## src/rtl/acc_rob_adapter.sv

```systemverilog
// rtl/acc_rob_adapter.sv - multi-outstanding offload adapter with in-order response reorder buffer
module acc_rob_adapter #(
  parameter int unsigned DataWidth = 32,
  parameter int unsigned NumRs     = 3,
  parameter int unsigned Depth     = 4,
  localparam int unsigned IdWidth  = $clog2(Depth)
) (
  input  logic                       clk_i,
  input  logic                       rst_i,
  input  logic [DataWidth-1:0]       hart_id_i,
  input  logic                       x_q_valid_i,
  output logic                       x_q_ready_o,
  input  logic [31:0]                x_instr_i,
  input  logic [NumRs*DataWidth-1:0] x_rs_i,
  input  logic [NumRs-1:0]           x_rs_valid_i,
  input  logic                       x_rd_clean_i,
  input  logic                       prd_accept_i,
  input  logic [NumRs-1:0]           prd_use_rs_i,
  input  logic                       prd_writeback_i,
  output logic                       x_accept_o,
  output logic                       x_writeback_o,
  output logic                       c_q_valid_o,
  input  logic                       c_q_ready_i,
  output logic [31:0]                c_q_instr_o,
  output logic [NumRs*DataWidth-1:0] c_q_rs_o,
  output logic [IdWidth-1:0]         c_q_id_o,
  output logic [DataWidth-1:0]       c_q_hart_id_o,
  input  logic                       c_p_valid_i,
  output logic                       c_p_ready_o,
  input  logic [IdWidth-1:0]         c_p_id_i,
  input  logic [DataWidth-1:0]       c_p_data_i,
  input  logic [4:0]                 c_p_rd_i,
  input  logic                       c_p_error_i,
  output logic                       x_p_valid_o,
  input  logic                       x_p_ready_i,
  output logic [DataWidth-1:0]       x_p_data_o,
  output logic [4:0]                 x_p_rd_o,
  output logic                       x_p_error_o,
  output logic [IdWidth:0]           outstanding_o
);

  localparam logic [1:0] ST_FREE   = 2'd0;
  localparam logic [1:0] ST_ISSUED = 2'd1;
  localparam logic [1:0] ST_DONE   = 2'd2;

  logic [1:0]           state_q [Depth];
  logic [DataWidth-1:0] data_q  [Depth];
  logic [4:0]           rd_q    [Depth];
  logic                 err_q   [Depth];
  logic [IdWidth:0]     head_q, tail_q;

  logic [IdWidth-1:0] head_idx, tail_idx;
  logic full, src_ok, wb_ok, alloc, capture, retire;

  assign head_idx = head_q[IdWidth-1:0];
  assign tail_idx = tail_q[IdWidth-1:0];
  // MSB differs and index bits match: tail has lapped head by exactly Depth
  assign full     = (head_q ^ tail_q) == {1'b1, {IdWidth{1'b0}}};

  // Every used source operand must be available before offloading
  always_comb begin
    src_ok = 1'b1;
    for (int j = 0; j < NumRs; j++) begin
      src_ok = src_ok & (~prd_use_rs_i[j] | x_rs_valid_i[j]);
    end
  end

  assign x_accept_o    = prd_accept_i;
  assign x_writeback_o = prd_accept_i & prd_writeback_i;
  assign wb_ok         = ~x_writeback_o | x_rd_clean_i;

  assign c_q_valid_o   = x_q_valid_i & prd_accept_i & src_ok & wb_ok & ~full;
  assign x_q_ready_o   = ~prd_accept_i | (src_ok & wb_ok & ~full & c_q_ready_i);
  assign c_q_instr_o   = x_instr_i;
  assign c_q_id_o      = tail_idx;
  assign c_q_hart_id_o = hart_id_i;
  assign c_p_ready_o   = 1'b1;

  // Operands the instruction does not use are forwarded as zero
  always_comb begin
    c_q_rs_o = '0;
    for (int j = 0; j < NumRs; j++) begin
      c_q_rs_o[j*DataWidth +: DataWidth] = prd_use_rs_i[j] ? x_rs_i[j*DataWidth +: DataWidth] : '0;
    end
  end

  // Stale tags (e.g. responses still in flight across a reset) are ignored
  assign alloc   = c_q_valid_o & c_q_ready_i;
  assign capture = c_p_valid_i & (state_q[c_p_id_i] == ST_ISSUED);
  assign retire  = x_p_valid_o & x_p_ready_i;

  assign x_p_valid_o   = state_q[head_idx] == ST_DONE;
  assign x_p_data_o    = data_q[head_idx];
  assign x_p_rd_o      = rd_q[head_idx];
  assign x_p_error_o   = err_q[head_idx];
  assign outstanding_o = tail_q - head_q;

  // Entry lifecycle and pointers; allocate, capture and retire touch distinct entries
  always_ff @(posedge clk_i or posedge rst_i) begin
    if (rst_i) begin
      for (int i = 0; i < Depth; i++) state_q[i] <= ST_FREE;
      head_q <= '0;
      tail_q <= '0;
    end else begin
      if (alloc) begin
        state_q[tail_idx] <= ST_ISSUED;
        tail_q            <= tail_q + 1'b1;
      end
      if (capture) state_q[c_p_id_i] <= ST_DONE;
      if (retire) begin
        state_q[head_idx] <= ST_FREE;
        head_q            <= head_q + 1'b1;
      end
    end
  end

  // Result payload; only meaningful while the matching entry is DONE
  always_ff @(posedge clk_i) begin
    if (capture) begin
      data_q[c_p_id_i] <= c_p_data_i;
      rd_q[c_p_id_i]   <= c_p_rd_i;
      err_q[c_p_id_i]  <= c_p_error_i;
    end
  end

`ifndef SYNTHESIS
  a_resp_tag_issued: assert property (@(posedge clk_i) disable iff (rst_i)
    c_p_valid_i |-> state_q[c_p_id_i] == ST_ISSUED);
  a_xp_stable: assert property (@(posedge clk_i) disable iff (rst_i)
    (x_p_valid_o & ~x_p_ready_i) |=> (x_p_valid_o && $stable(x_p_data_o) && $stable(x_p_rd_o) && $stable(x_p_error_o)));
  a_xq_hold: assert property (@(posedge clk_i) disable iff (rst_i)
    (x_q_valid_i & ~x_q_ready_o) |=> x_q_valid_i);
`endif

endmodule
```

## config.mk

```make
export PLATFORM = sky130hd
export DESIGN_NAME = acc_rob_adapter
export DESIGN_NICKNAME = d
export VERILOG_FILES = /design/src/rtl/acc_rob_adapter.sv
export SDC_FILE = /design/constraint.sdc
export NUM_CORES = 1
export LEC_CHECK = 0
export BUFFER_PORTS_ARGS = -buffer_cell sky130_fd_sc_hd__buf_4
export CAP_MARGIN = 15
export CORE_AREA = 5 5 161 163
export DETAILED_ROUTE_END_ITERATION = 7
export DIE_AREA = 0 0 166 168
export SETUP_SLACK_MARGIN = 0.02
export SYNTH_ARGS = -nofsm -noshare
export SYNTH_HDL_FRONTEND = slang
export SYNTH_SLANG_ARGS = --single-unit
```

## constraint.sdc

```tcl
create_clock -name clk_i -period 5.5 [get_ports clk_i]
set_clock_uncertainty 0.2 [all_clocks]
set_input_delay 0.275 -clock clk_i [delete_from_list [all_inputs] [get_ports clk_i]]
set_output_delay 0.275 -clock clk_i [all_outputs]
set_load 0.02 [all_outputs]
```

==> results of run 1 <==
[what timing repair did]
action / CTS / global route
hold buffers: 40 / 0
buffers inserted: 0 / 0
gates resized for setup: 0 / 0
endpoints found under the hold margin: 167 / 0
[cells in the mapped netlist]
library cell and n:
inv_2 1, nand2b_1 2, a211oi_2 3, xor2_1 1, buf_4 68, and3_1 2
o221ai_1 1, nor2_1 1, o22ai_1 1, o21ai_0 2, nor3_1 4, inv_1 9
fa_1 1, edfxtp_1 152, clkbuf_1 13, nor2b_1 4, a21boi_0 4, xnor2_1 5
and2_1 97, mux4_2 39, a21oi_1 4, nand3_1 1, conb_1 1, nor4b_1 2
ha_1 10, dfrtp_1 14, nand2_1 10, a2bb2oi_1 4, buf_2 6
[worst max-delay path, stage by stage, from the launching register on]
cell	delay (ns)
dfrtp_2	0.86
buf_4	0.51
mux4_2	0.59
buf_4	0.18
[cell type report]
cell class                 count  area, um^2  area share
sequential                   166        4917      0.4638
timing repair buffer         341        2660      0.2509
multi-input combinational    199        1991      0.1878
clock buffer                  17       425.4     0.04013
tap                          324       405.4     0.03824
clock inverter                15       130.1     0.01227
inverter                      10       37.54    0.003541
antenna                       14       35.03    0.003305
[power groups by stage]
stage	Combinational (mW)	Clock, mW	Sequential [mW]
after floorplan	1.03	0	1.54
final	1.56	1.10	1.57
after CTS	1.59	1.13	1.58
after detailed placement	1.56	0	1.60
after global routing	1.66	1.18	1.59
after global placement	1.55	0	1.60
[metal layers]
metal | share of wire | routed length (um)
met1 | 0.42 | 11600
met2 | 0.41 | 11440
met3 | 0.15 | 4021
met4 | 0.018 | 493
met5 | 0.0045 | 125
[metrics by stage]
step	area, um^2	hold WS, ns	std cells
floorplan	7510	-0.03578	462
global placement	9610	0.1605	1000
detailed placement	9610	0.1656	1000
CTS	10570	0.01128	1072
global route	10570	0.03137	1072
finish	10600	0.02784	1086
[kinds of logic (layout without fill, tap and decap cells)]
group                    after synthesis  after routing  share of synthesized area
buffers and inverters                 97            383                    0.08347
XOR/XNOR                               6              6                   0.006998
multiplexers                          39             39                     0.1170
other                                  1             15                  0.0004994
AO/OA/AOI/OAI                         19             19                    0.01966
flip-flops                           166            166                     0.6544
AND/OR/NAND/NOR                      123            123                    0.09863
adder cells (fa/ha/maj)               11             11                    0.01933
[state kept, by name, indices dropped and copies added (netlist names)]
register,flops
head_q,3
rd_q,20
tail_q,3
err_q,4
state_q,8
data_q,128
[final timing paths]
check | to | slack [ns] | cells after the start
setup / recovery | x_p_rd_o[2] | 2.46 | 3
hold reg to reg | head_q[2]$_DFFE_PP0P_ | 0.29 | 1
min in group asynchronous | tail_q[0]$_DFFE_PP0N_ | 0.28 | 3
max in group asynchronous | head_q[0]$_DFFE_PP0P_ | 4.41 | 3
setup reg to reg | state_q[2]$_DFF_PP0_ | 3.12 | 4
hold / removal | state_q[7]$_DFF_PP0_ | 0.03 | 3
==> Flow_metrics.wiki, run 1 <==
{| class="wikitable"
! Metric !! Value
|-
| Comb pwr share || 0.368
|-
| Clk sink count || 166
|-
| Kind of critical path || reg -> out
|-
| Share of the core filled with cells in the final layout || 0.4385
|-
| Global Route met2 Usage || 0.2605
|-
| Flop and latch count out of synthesis || 166
|-
| Routability congestion estimate from global placement || 0.8746
|-
| Wire length per cell after detailed routing || 25.49 um
|-
| CTS H-tree depth || 4
|-
| Post-synthesis instance total || 462
|-
| Yosys warnings || 0
|-
| Origin of the worst min-delay path || c_p_id_i[1]
|-
| Remaining antenna violation count after routing || 0
|-
| First-pass GRT wire length || 37990 um
|-
| Final setup violation count || 0
|-
| Iteration count of the initial detailed-routing pass || 4
|-
| Run status || complete, no violations
|-
| Launching element type of the critical path || register
|-
| Die Span X || 166 um
|-
| Pwr Total || 4.224 mW
|-
| Commonest cells after routing, fill and taps aside || 301 x buf_4, 152 x edfxtp_1, 97 x and2_1, 40 x dlygate4sd3_1, 39 x mux4_2
|-
| Setup repair after global routing missed its margin || no
|-
| Port Buffers || 294
|-
| Launching instance or port of the critical path || head_q[0]$_DFFE_PP0P_
|-
| Routed via count || 4932
|-
| Hold Crit Class || in -> reg
|-
| Pin count of the biggest net entering global routing || 42
|-
| Num rows || 57
|-
| Nets || 961
|-
| Cell Area, Synth || 7510 um^2
|-
| Endpoint type of the worst setup path || primary output
|-
| Area Growth Syn to Fin || 41.17%
|-
| Final-layout fill cell count || 2186
|-
| Floorplan Core Area || 24180 um^2
|-
| Busiest layer in global routing || met1
|-
| Ratio of final minimum period to clock period || 0.5529
|-
| PnR worst setup slack || 2.459 ns
|-
| Share of the synthesized area in the top cell type || 0.6078
|-
| Final period demand of the worst path || 3.041 ns
|-
| Maximum clock path buffer count || 2
|-
| Setup TNS || 0 ns
|-
| Relative contribution of the clock network to total power || 0.260
|-
| Slew at the pin closest to its max-slew limit || 0.7540 ns
|-
| Post-route DRC || 0
|-
| Max frequency || 328.8 MHz
|-
| Startpoint of the lowest-slack register-to-register path || head_q[0]$_DFFE_PP0P_
|-
| Most common cell after layout, fill and taps aside || buf_4
|-
| Net switching fraction of the power || 0.3264
|-
| Met1 usage || 0.2658
|-
| Cell leakage power || 4.215 nW
|-
| Die Y-Extent || 168 um
|-
| Cell taking the most area after synthesis || edfxtp_1
|-
| Clock insertion delay at the later pin of the skew report || 0.42 ns
|-
| Layout cells sized above 1 || 0.5040
|-
| Antenna violations before repair || 10
|-
| Synth Area per Inst || 16.25 um^2
|-
| Clk Tree Root Cell || clkbuf_16
|-
| Switching power summed over all nets || 1.379 mW
|-
| Final hold viol count || 0
|-
| Via density || 4.541
|-
| Number of buffers added by the clock tree synthesis step || 17
|-
| Starting utilization of the core area || 0.3106
|-
| Synth Net Count || 688
|-
| CTS tree || yes
|-
| Total half-perimeter wirelength after legalization and detailed placement || 21880 um
|-
| Count of routing violations after the opening detailed-route iteration || 279
|-
| Place WS || 2.814 ns
|-
| Met3 usage in global routing || 0.1086
|-
| Via count of the first global-routing pass || 5079
|-
| Max Cap Violations || 0
|-
| Worst-case vdd ir drop || 206.6 uV
|-
| Sequential fraction of design power || 0.371
|-
| Final wirelength || 27680 um
|-
| Share of synthesized area occupied by flip-flops and latches || 0.6544
|-
| WP data required || 5.03 ns
|-
| I/O pins || 424
|-
| Total global routing track utilization || 0.1918
|-
| Overall overflow remaining after global route || 0
|-
| Internal power || 2.845 mW
|-
| Power Density || 398.4 nW/um^2
|-
| Largest fanout on the critical path || 22
|-
| Worst rel slew slack || 0.4973
|-
| Die outline area || 27890 um^2
|-
| Post-synth cell types || 29
|-
| Clock edge transition at the registers on the reported setup and hold paths || 0.07 ns
|-
| Main area contributors after synthesis || edfxtp_1 61%, mux4_2 12%, and2_1 8.1%, buf_4 6.8%, dfrtp_1 4.7%
|-
| Count of final max-slew check failures || 0
|-
| Critical path arrival || 2.57 ns
|}
No activity file was read; power rests on OpenSTA's default activity.
==> run 2, diff against run 1 <==
clock period = 2.6 ns   (was 5.5 ns; I/O delays follow)
==> run 2 against run 1 <==
Effect of this change:
- via count is 3.6% higher
- worst hold slack better by 0.032 ns
- global-route usage rose by 3.2 points
- non-clock buffer count is 1 higher
- clock-buffer cell count is the same
- die area unchanged
- combinational power up 120%
- clock power increased by 110%
- sequential cell count did not move
- highest routed layer unchanged
==> Flow_metrics.wiki, run 2 (synthesized netlist as in run 1, its figures left out) <==
{| class="wikitable"
! Metric !! Value
|-
| Origin of the worst min-delay path || x_instr_i[4]
|-
| Maximum clock path buffer count || 2 (unchanged)
|-
| CTS tree || yes
|-
| Total half-perimeter wirelength after legalization and detailed placement || 25970 um (+19%)
|-
| Register name with the most flops || data_q
|-
| Floorplan Core Area || 24180 um^2 (unchanged)
|-
| Clock edge transition at the registers on the reported setup and hold paths || 0.07 ns (about the same)
|-
| Overall overflow remaining after global route || 0 (unchanged)
|-
| Final hold viol count || 0 (unchanged)
|-
| I/O pins || 424 (unchanged)
|-
| Final period demand of the worst path || 2.336 ns
|-
| Area Growth Syn to Fin || 41.82%
|-
| Placed instance count || 1001 (+0.10%)
|-
| Setup TNS || 0 ns (unchanged)
|-
| Kind of critical path || reg -> out
|-
| Launching element type of the critical path || register
|-
| Run status || complete, no violations
|-
| Worst Hold Depth || 0 (-3)
|-
| Worst rel slew slack || 0.5825 (+0.08521)
|-
| Via count of the first global-routing pass || 5589 (+10%)
|-
| Most common cell after layout, fill and taps aside || buf_4
|-
| Post-route DRC || 0 (unchanged)
|-
| Total global routing track utilization || 0.2239 (+0.03212)
|-
| Final setup violation count || 0 (unchanged)
|-
| Cell leakage power || 4.234 nW (+0.44%)
|-
| Clk Tree Root Cell || clkbuf_16
|-
| Ratio of final minimum period to clock period || 0.8984
|-
| Max frequency || 428.1 MHz
|-
| Slew at the pin closest to its max-slew limit || 0.6262 ns (-0.1278 ns)
|-
| Antenna violations before repair || 15 (+5)
|-
| Starting utilization of the core area || 0.3106 (unchanged)
|-
| Clk sink count || 166 (unchanged)
|-
| Count of final max-slew check failures || 0 (unchanged)
|-
| Largest register FFs || 128 (unchanged)
|-
| Post-layout instance area || 10650 um^2 (+0.46%)
|-
| Endpoint type of the worst setup path || primary output
|-
| Die outline area || 27890 um^2 (unchanged)
|-
| Worst reg2reg path endpoint || state_q[7]$_DFF_PP0_
|-
| Clock insertion delay at the later pin of the skew report || 0.42 ns (about the same)
|-
| Port Buffers || 294 (unchanged)
|-
| Power Density || 852.5 nW/um^2 (+110%)
|-
| Placed Area || 9686 um^2 (+0.78%)
|-
| Number of buffers added by the clock tree synthesis step || 17 (unchanged)
|-
| Commonest cells after routing, fill and taps aside || 299 x buf_4, 152 x edfxtp_1, 97 x and2_1, 40 x dlygate4sd3_1, 39 x mux4_2
|-
| Remaining antenna violation count after routing || 0 (unchanged)
|-
| Count of routing violations after the opening detailed-route iteration || 364 (+30%)
|-
| Setup repair after global routing missed its margin || no
|-
| Via density || 4.744 (+4.5%)
|-
| Worst-case vdd ir drop || 518.6 uV (+150%)
|-
| Routability congestion estimate from global placement || 0.9627 (+10%)
|-
| Minimum hold slack || 0.06003 ns (+0.03218 ns)
|-
| Max Cap Violations || 0 (unchanged)
|-
| Routed via count || 5109 (+3.6%)
|-
| Top flop regs || data_q (128), rd_q (20), state_q (8)
|-
| Place WS || 0.5391 ns (-2.275 ns)
|-
| Hold Crit Class || in -> out
|-
| CTS H-tree depth || 4 (unchanged)
|-
| Startpoint of the lowest-slack register-to-register path || tail_q[0]$_DFFE_PP0N_
|-
| Wire length per cell after detailed routing || 29.76 um (+17%)
|-
| Die Y-Extent || 168 um (unchanged)
|-
| Nets || 962 (+0.10%)
|-
| Final cell count without fillers || 1077 (-0.83%)
|-
| WP data required || 2.27 ns (-2.76 ns)
|-
| Layout cells sized above 1 || 0.5067 (+0.002674)
|-
| Hold path endpoint || c_q_instr_o[4]
|-
| Final wirelength || 32050 um (+16%)
|-
| Pin count of the biggest net entering global routing || 41 (-2.4%)
|-
| PnR worst setup slack || 0.2642 ns (-2.195 ns)
|-
| Num rows || 57 (unchanged)
|-
| Largest fanout on the critical path || 4 (-82%)
|-
| Iteration count of the initial detailed-routing pass || 4 (unchanged)
|-
| Critical path arrival || 2.01 ns (-0.56 ns)
|-
| Worst R2R Setup Slack || 0.48 ns (-2.64 ns)
|-
| R2R depth || 8 (+4)
|-
| First-pass GRT wire length || 44100 um (+16%)
|-
| Die Span X || 166 um (unchanged)
|}
-- run 2: cell count changes in the layout (fill, tap and decap cells not counted), sizes merged --
| cell | previous run | this run |
|---|---|---|
| diode | 14 | 5 |
| clkinv | 9 | 5 |
| clkinvlp | 2 | 4 |
| buf | 301 | 302 |
| inv | 13 | 14 |
-- run 2: where the power goes --
group / internal (mW) / switching, mW
combinational: 1.63 / 1.86
clock: 1.32 / 1.02
sequential: 3.12 / 0.144
total: 6.06 / 3.02
-- run 2: worst max-delay path: stages (launching register included) --
cell and delay, ns:
dfrtp_1 0.43, inv_1 0.13, ha_1 0.33, nand2_1 0.05
o22ai_1 0.19, nor2_1 0.08, and3_1 0.22, buf_4 0.16
-- run 2: layer usage --
metal | GRT usage | vias up | wire length [um]
met1 | 0.2975 | 2533 | 12900
met4 | 0.02618 | 10 | 225
met5 | 0.02435 | - | 138
li1 | - | 2184 | -
met2 | 0.3260 | 354 | 13720
met3 | 0.1320 | 28 | 5061
-- run 2: cell type report --
class	count	area (um^2)
Antenna cell	5	12.51
Multi-Input combinational cell	199	2021
Clock buffer	17	425.4
Sequential cell	166	4917
Tap cell	324	405.4
Clock inverter	14	126.4
Inverter	10	37.54
Timing Repair Buffer	342	2705
Fill cell	2165	13530
-- run 2: worst max path at each step --
| stage | from | end | depth (start not counted) |
|---|---|---|---|
| floorplan | state_q[7]$_DFF_PP0_ | data_q[0][0]$_DFFE_PP_ | 1 |
| global placement | head_q[0]$_DFFE_PP0P_ | state_q[2]$_DFF_PP0_ | 4 |
| detailed placement | tail_q[0]$_DFFE_PP0N_ | state_q[7]$_DFF_PP0_ | 8 |
| CTS | head_q[1]$_DFFE_PP0P_ | x_p_data_o[9] | 3 |
| global route | tail_q[0]$_DFFE_PP0N_ | c_q_valid_o | 7 |
| finish | tail_q[0]$_DFFE_PP0N_ | c_q_valid_o | 7 |
-- run 2: per-stage QoR --
stage | total power [mW] | utilization
after floorplan | 5.461 | -
final | 9.079 | 0.4405
after global placement | 6.764 | 0.4006
after detailed placement | 6.799 | 0.4006
after CTS | 9.179 | 0.4400
after global routing | 9.484 | 0.4400
-- run 2: timing repair --
item,in CTS,in global routing
resized for setup,0,0
hold buffers,40,0
hold endpoints to repair,168,0
setup buffers,0,0
==> run 3, diff against run 2 <==
CORE_AREA = 2 2 167 169   (was 5 5 161 163)
CTS_CLUSTER_DIAMETER = 50   (was not set)
DIE_AREA = 0 0 169 171   (was 0 0 166 168)
SLEW_MARGIN = 20   (was not set)
==> run 3 against run 2 <==
Effect of this change:
- non-clock buffer count grew 6
- die area grew 3.6%
- final area grew 1.3%
- routed wire length shrank 9.1%
- register-to-register slack lost 0.23 ns
- worst hold slack lost 0.033 ns
- first-iteration DRC count grew 7.4%
- final cell count grew 2.3%
- sequential cell count is the same
- largest power group unchanged
==> Flow_metrics.wiki, run 3 (synthesized netlist as in run 1, its figures left out) <==
{| class="wikitable"
! Metric !! Value
|-
| Launching element type of the critical path || register
|-
| Worst R2R Setup Slack || 0.25 ns (-0.23 ns)
|-
| Met3 Wirelength || 2982 um (-41%)
|-
| Slew at the pin closest to its max-slew limit || 0.7907 ns (+0.1645 ns)
|-
| Nets || 968 (+0.62%)
|-
| Die Span X || 169 um (+1.8%)
|-
| Clock insertion delay at the later pin of the skew report || 0.43 ns (about the same)
|-
| WP data required || 2.27 ns (about the same)
|-
| First-pass GRT wire length || 39050 um (-11%)
|-
| CTS H-tree depth || 4 (unchanged)
|-
| Area Growth Syn to Fin || 43.65%
|-
| Routed via count || 4926 (-3.6%)
|-
| Pin count of the biggest net entering global routing || 42 (+2.4%)
|-
| Detail Route met2 WL || 12370 um (-9.9%)
|-
| Number of buffers added by the clock tree synthesis step || 17 (unchanged)
|-
| Setup repair after global routing missed its margin || no
|-
| Final period demand of the worst path || 2.411 ns (+0.07490 ns)
|-
| Post-layout instance area || 10790 um^2 (+1.3%)
|-
| Max frequency || 414.8 MHz (-3.1%)
|-
| R2R depth || 7 (-1)
|-
| Largest fanout on the critical path || 41 (+37)
|-
| Wire length per cell after detailed routing || 26.43 um (-11%)
|-
| Worst reg2reg path endpoint || state_q[5]$_DFF_PP0_
|-
| Final hold viol count || 0 (unchanged)
|-
| Relative contribution of the clock network to total power || 0.276 (+0.019)
|-
| Commonest cells after routing, fill and taps aside || 304 x buf_4, 152 x edfxtp_1, 97 x and2_1, 41 x dlygate4sd3_1, 39 x mux4_2
|-
| Count of routing violations after the opening detailed-route iteration || 391 (+7.4%)
|-
| Crit-path most repeated cell || buf_4
|-
| Most common cell after layout, fill and taps aside || buf_4
|-
| Net switching fraction of the power || 0.3408 (+0.008429)
|-
| Register name with the most flops || data_q
|-
| Overall overflow remaining after global route || 0 (unchanged)
|-
| Final setup violation count || 0 (unchanged)
|-
| Num rows || 61 (+7.0%)
|-
| Critical path arrival || 2.08 ns (+0.07 ns)
|-
| Placed Area || 9743 um^2 (+0.59%)
|-
| I/O pins || 424 (unchanged)
|-
| Starting utilization of the core area || 0.2748 (-0.03577)
|-
| Switching power summed over all nets || 3.181 mW (+5.4%)
|-
| Hold Crit Class || in -> reg
|-
| Top Metal Used || met5
|-
| Startpoint of the lowest-slack register-to-register path || tail_q[0]$_DFFE_PP0N_
|-
| Remaining antenna violation count after routing || 0 (unchanged)
|-
| Floorplan Core Area || 27320 um^2 (+13%)
|-
| Worst rel slew slack || 0.4700 (-0.1125)
|-
| Pwr Total || 9.332 mW (+2.8%)
|-
| Critical path, cell by cell || buf_4 -> fa_1 -> inv_1 -> buf_4
|-
| Worst-case vdd ir drop || 459.0 uV (-11%)
|-
| Kind of critical path || reg -> out
|-
| Post-route DRC || 0 (unchanged)
|-
| Comb pwr share || 0.377 (-0.007)
|-
| Hold path endpoint || tail_q[0]$_DFFE_PP0N_
|-
| Minimum hold slack || 0.02746 ns (-0.03256 ns)
|-
| Largest register FFs || 128 (unchanged)
|-
| Iteration count of the initial detailed-routing pass || 5 (+1)
|-
| Ratio of final minimum period to clock period || 0.9272 (+0.02881)
|-
| Clk sink count || 166 (unchanged)
|-
| Count of final max-slew check failures || 0 (unchanged)
|-
| Clock edge transition at the registers on the reported setup and hold paths || 0.07 ns (about the same)
|-
| Placed instance count || 1028 (+2.7%)
|-
| Endpoint type of the worst setup path || primary output
|-
| Total global routing track utilization || 0.2000 (-0.02395)
|-
| Setup TNS || 0 ns (unchanged)
|-
| Routability congestion estimate from global placement || 0.8024 (-17%)
|-
| Clk Tree Root Cell || clkbuf_16
|-
| Origin of the worst min-delay path || x_q_valid_i
|-
| Run status || complete, no violations
|-
| Port Buffers || 294 (unchanged)
|-
| Sequential fraction of design power || 0.347 (-0.012)
|-
| Met1 wire length || 13580 um (+5.3%)
|-
| Cell leakage power || 4.307 nW (+1.7%)
|-
| Launching instance or port of the critical path || head_q[1]$_DFFE_PP0P_
|-
| Maximum clock path buffer count || 2 (unchanged)
|-
| Layout cells sized above 1 || 0.5166 (+0.009872)
|-
| Total half-perimeter wirelength after legalization and detailed placement || 23090 um (-11%)
|-
| Die Y-Extent || 171 um (+1.8%)
|-
| Max Cap Violations || 0 (unchanged)
|-
| Worst Hold Depth || 4 (+4)
|-
| Post-CTS Setup Repair Bufs || 0 (unchanged)
|-
| Via count of the first global-routing pass || 5103 (-8.7%)
|-
| Final wirelength || 29130 um (-9.1%)
|-
| Die outline area || 28900 um^2 (+3.6%)
|-
| Antenna violations before repair || 2 (-13)
|-
| CTS tree || yes
|-
| Internal power || 6.151 mW (+1.5%)
|-
| Critical path's slowest cell || fa_1
|-
| Top flop regs || data_q (128), rd_q (20), state_q (8)
|-
| Via density || 4.470 (-5.8%)
|-
| Power Density || 865.1 nW/um^2 (+1.5%)
|-
| Final cell count without fillers || 1102 (+2.3%)
|-
| CP max stage delay || 0.57 ns (+0.14 ns)
|}
-- run 3: cell count changes in the layout (fill, tap and decap cells not counted), moves of 3 or more --
cell	change
clkinv_1	-3
diode_2	-4
clkinv_8	+4
clkinvlp_4	-4
buf_4	+5
inv_8	+3
-- run 3: through the flow --
| step | setup slack (ns) | util |
|---|---|---|
| after global placement | -0.04915 | 0.3564 |
| after CTS | 0.04349 | 0.3945 |
| after global routing | 0.03855 | 0.3948 |
| final | 0.1893 | 0.3948 |
| after floorplan | 0.1610 | - |
| after detailed placement | 0.3172 | 0.3566 |
-- run 3: power by group through the flow --
stage               sequential [mW]  combinational, mW  clock (mW)
finish                         3.23               3.52        2.58
global route                   3.25               3.76        2.76
CTS                            3.23               3.59        2.65
detailed placement             3.29               3.52           0
global placement               3.28               3.52           0
floorplan                      3.27               2.19           0
-- run 3: metal layers --
metal	vias up	track usage
met5	-	0
met4	2	0.04236
met3	32	0.08698
met2	288	0.2824
met1	2412	0.2842
li1	2192	-
-- run 3: repair_timing --
item	4_1_cts	5_1_grt
setup endpoints to repair	0	8
gates resized for setup	0	2
endpoints found under the hold margin	169	0
hold buffers	41	0
-- run 3: worst max path at each step --
stage | endpoint | cells after the start
after CTS | x_p_error_o | 3
final | outstanding_o[1] | 4
after global placement | state_q[1]$_DFF_PP0_ | 7
after detailed placement | state_q[3]$_DFF_PP0_ | 7
after global routing | x_q_ready_o | 8
after floorplan | data_q[0][0]$_DFFE_PP_ | 1
-- run 3: final cells by class --
cell class	instances	area, um^2
Tap cell	346	432.9
Clock inverter	15	200.2
Sequential cell	166	4917
Clock buffer	17	425.4
Fill cell	2563	16540
Multi-Input combinational cell	199	2028
Antenna cell	1	2.502
Timing Repair Buffer	348	2744
Inverter	10	37.54
-- run 3: worst max-delay path: cells and delay by family (launching register included) --
| kind | cells | cell delay, ns |
|---|---|---|
| buffers and inverters | 3 | 0.71 |
| DFF | 1 | 0.36 |
| adders and majority gates | 1 | 0.57 |
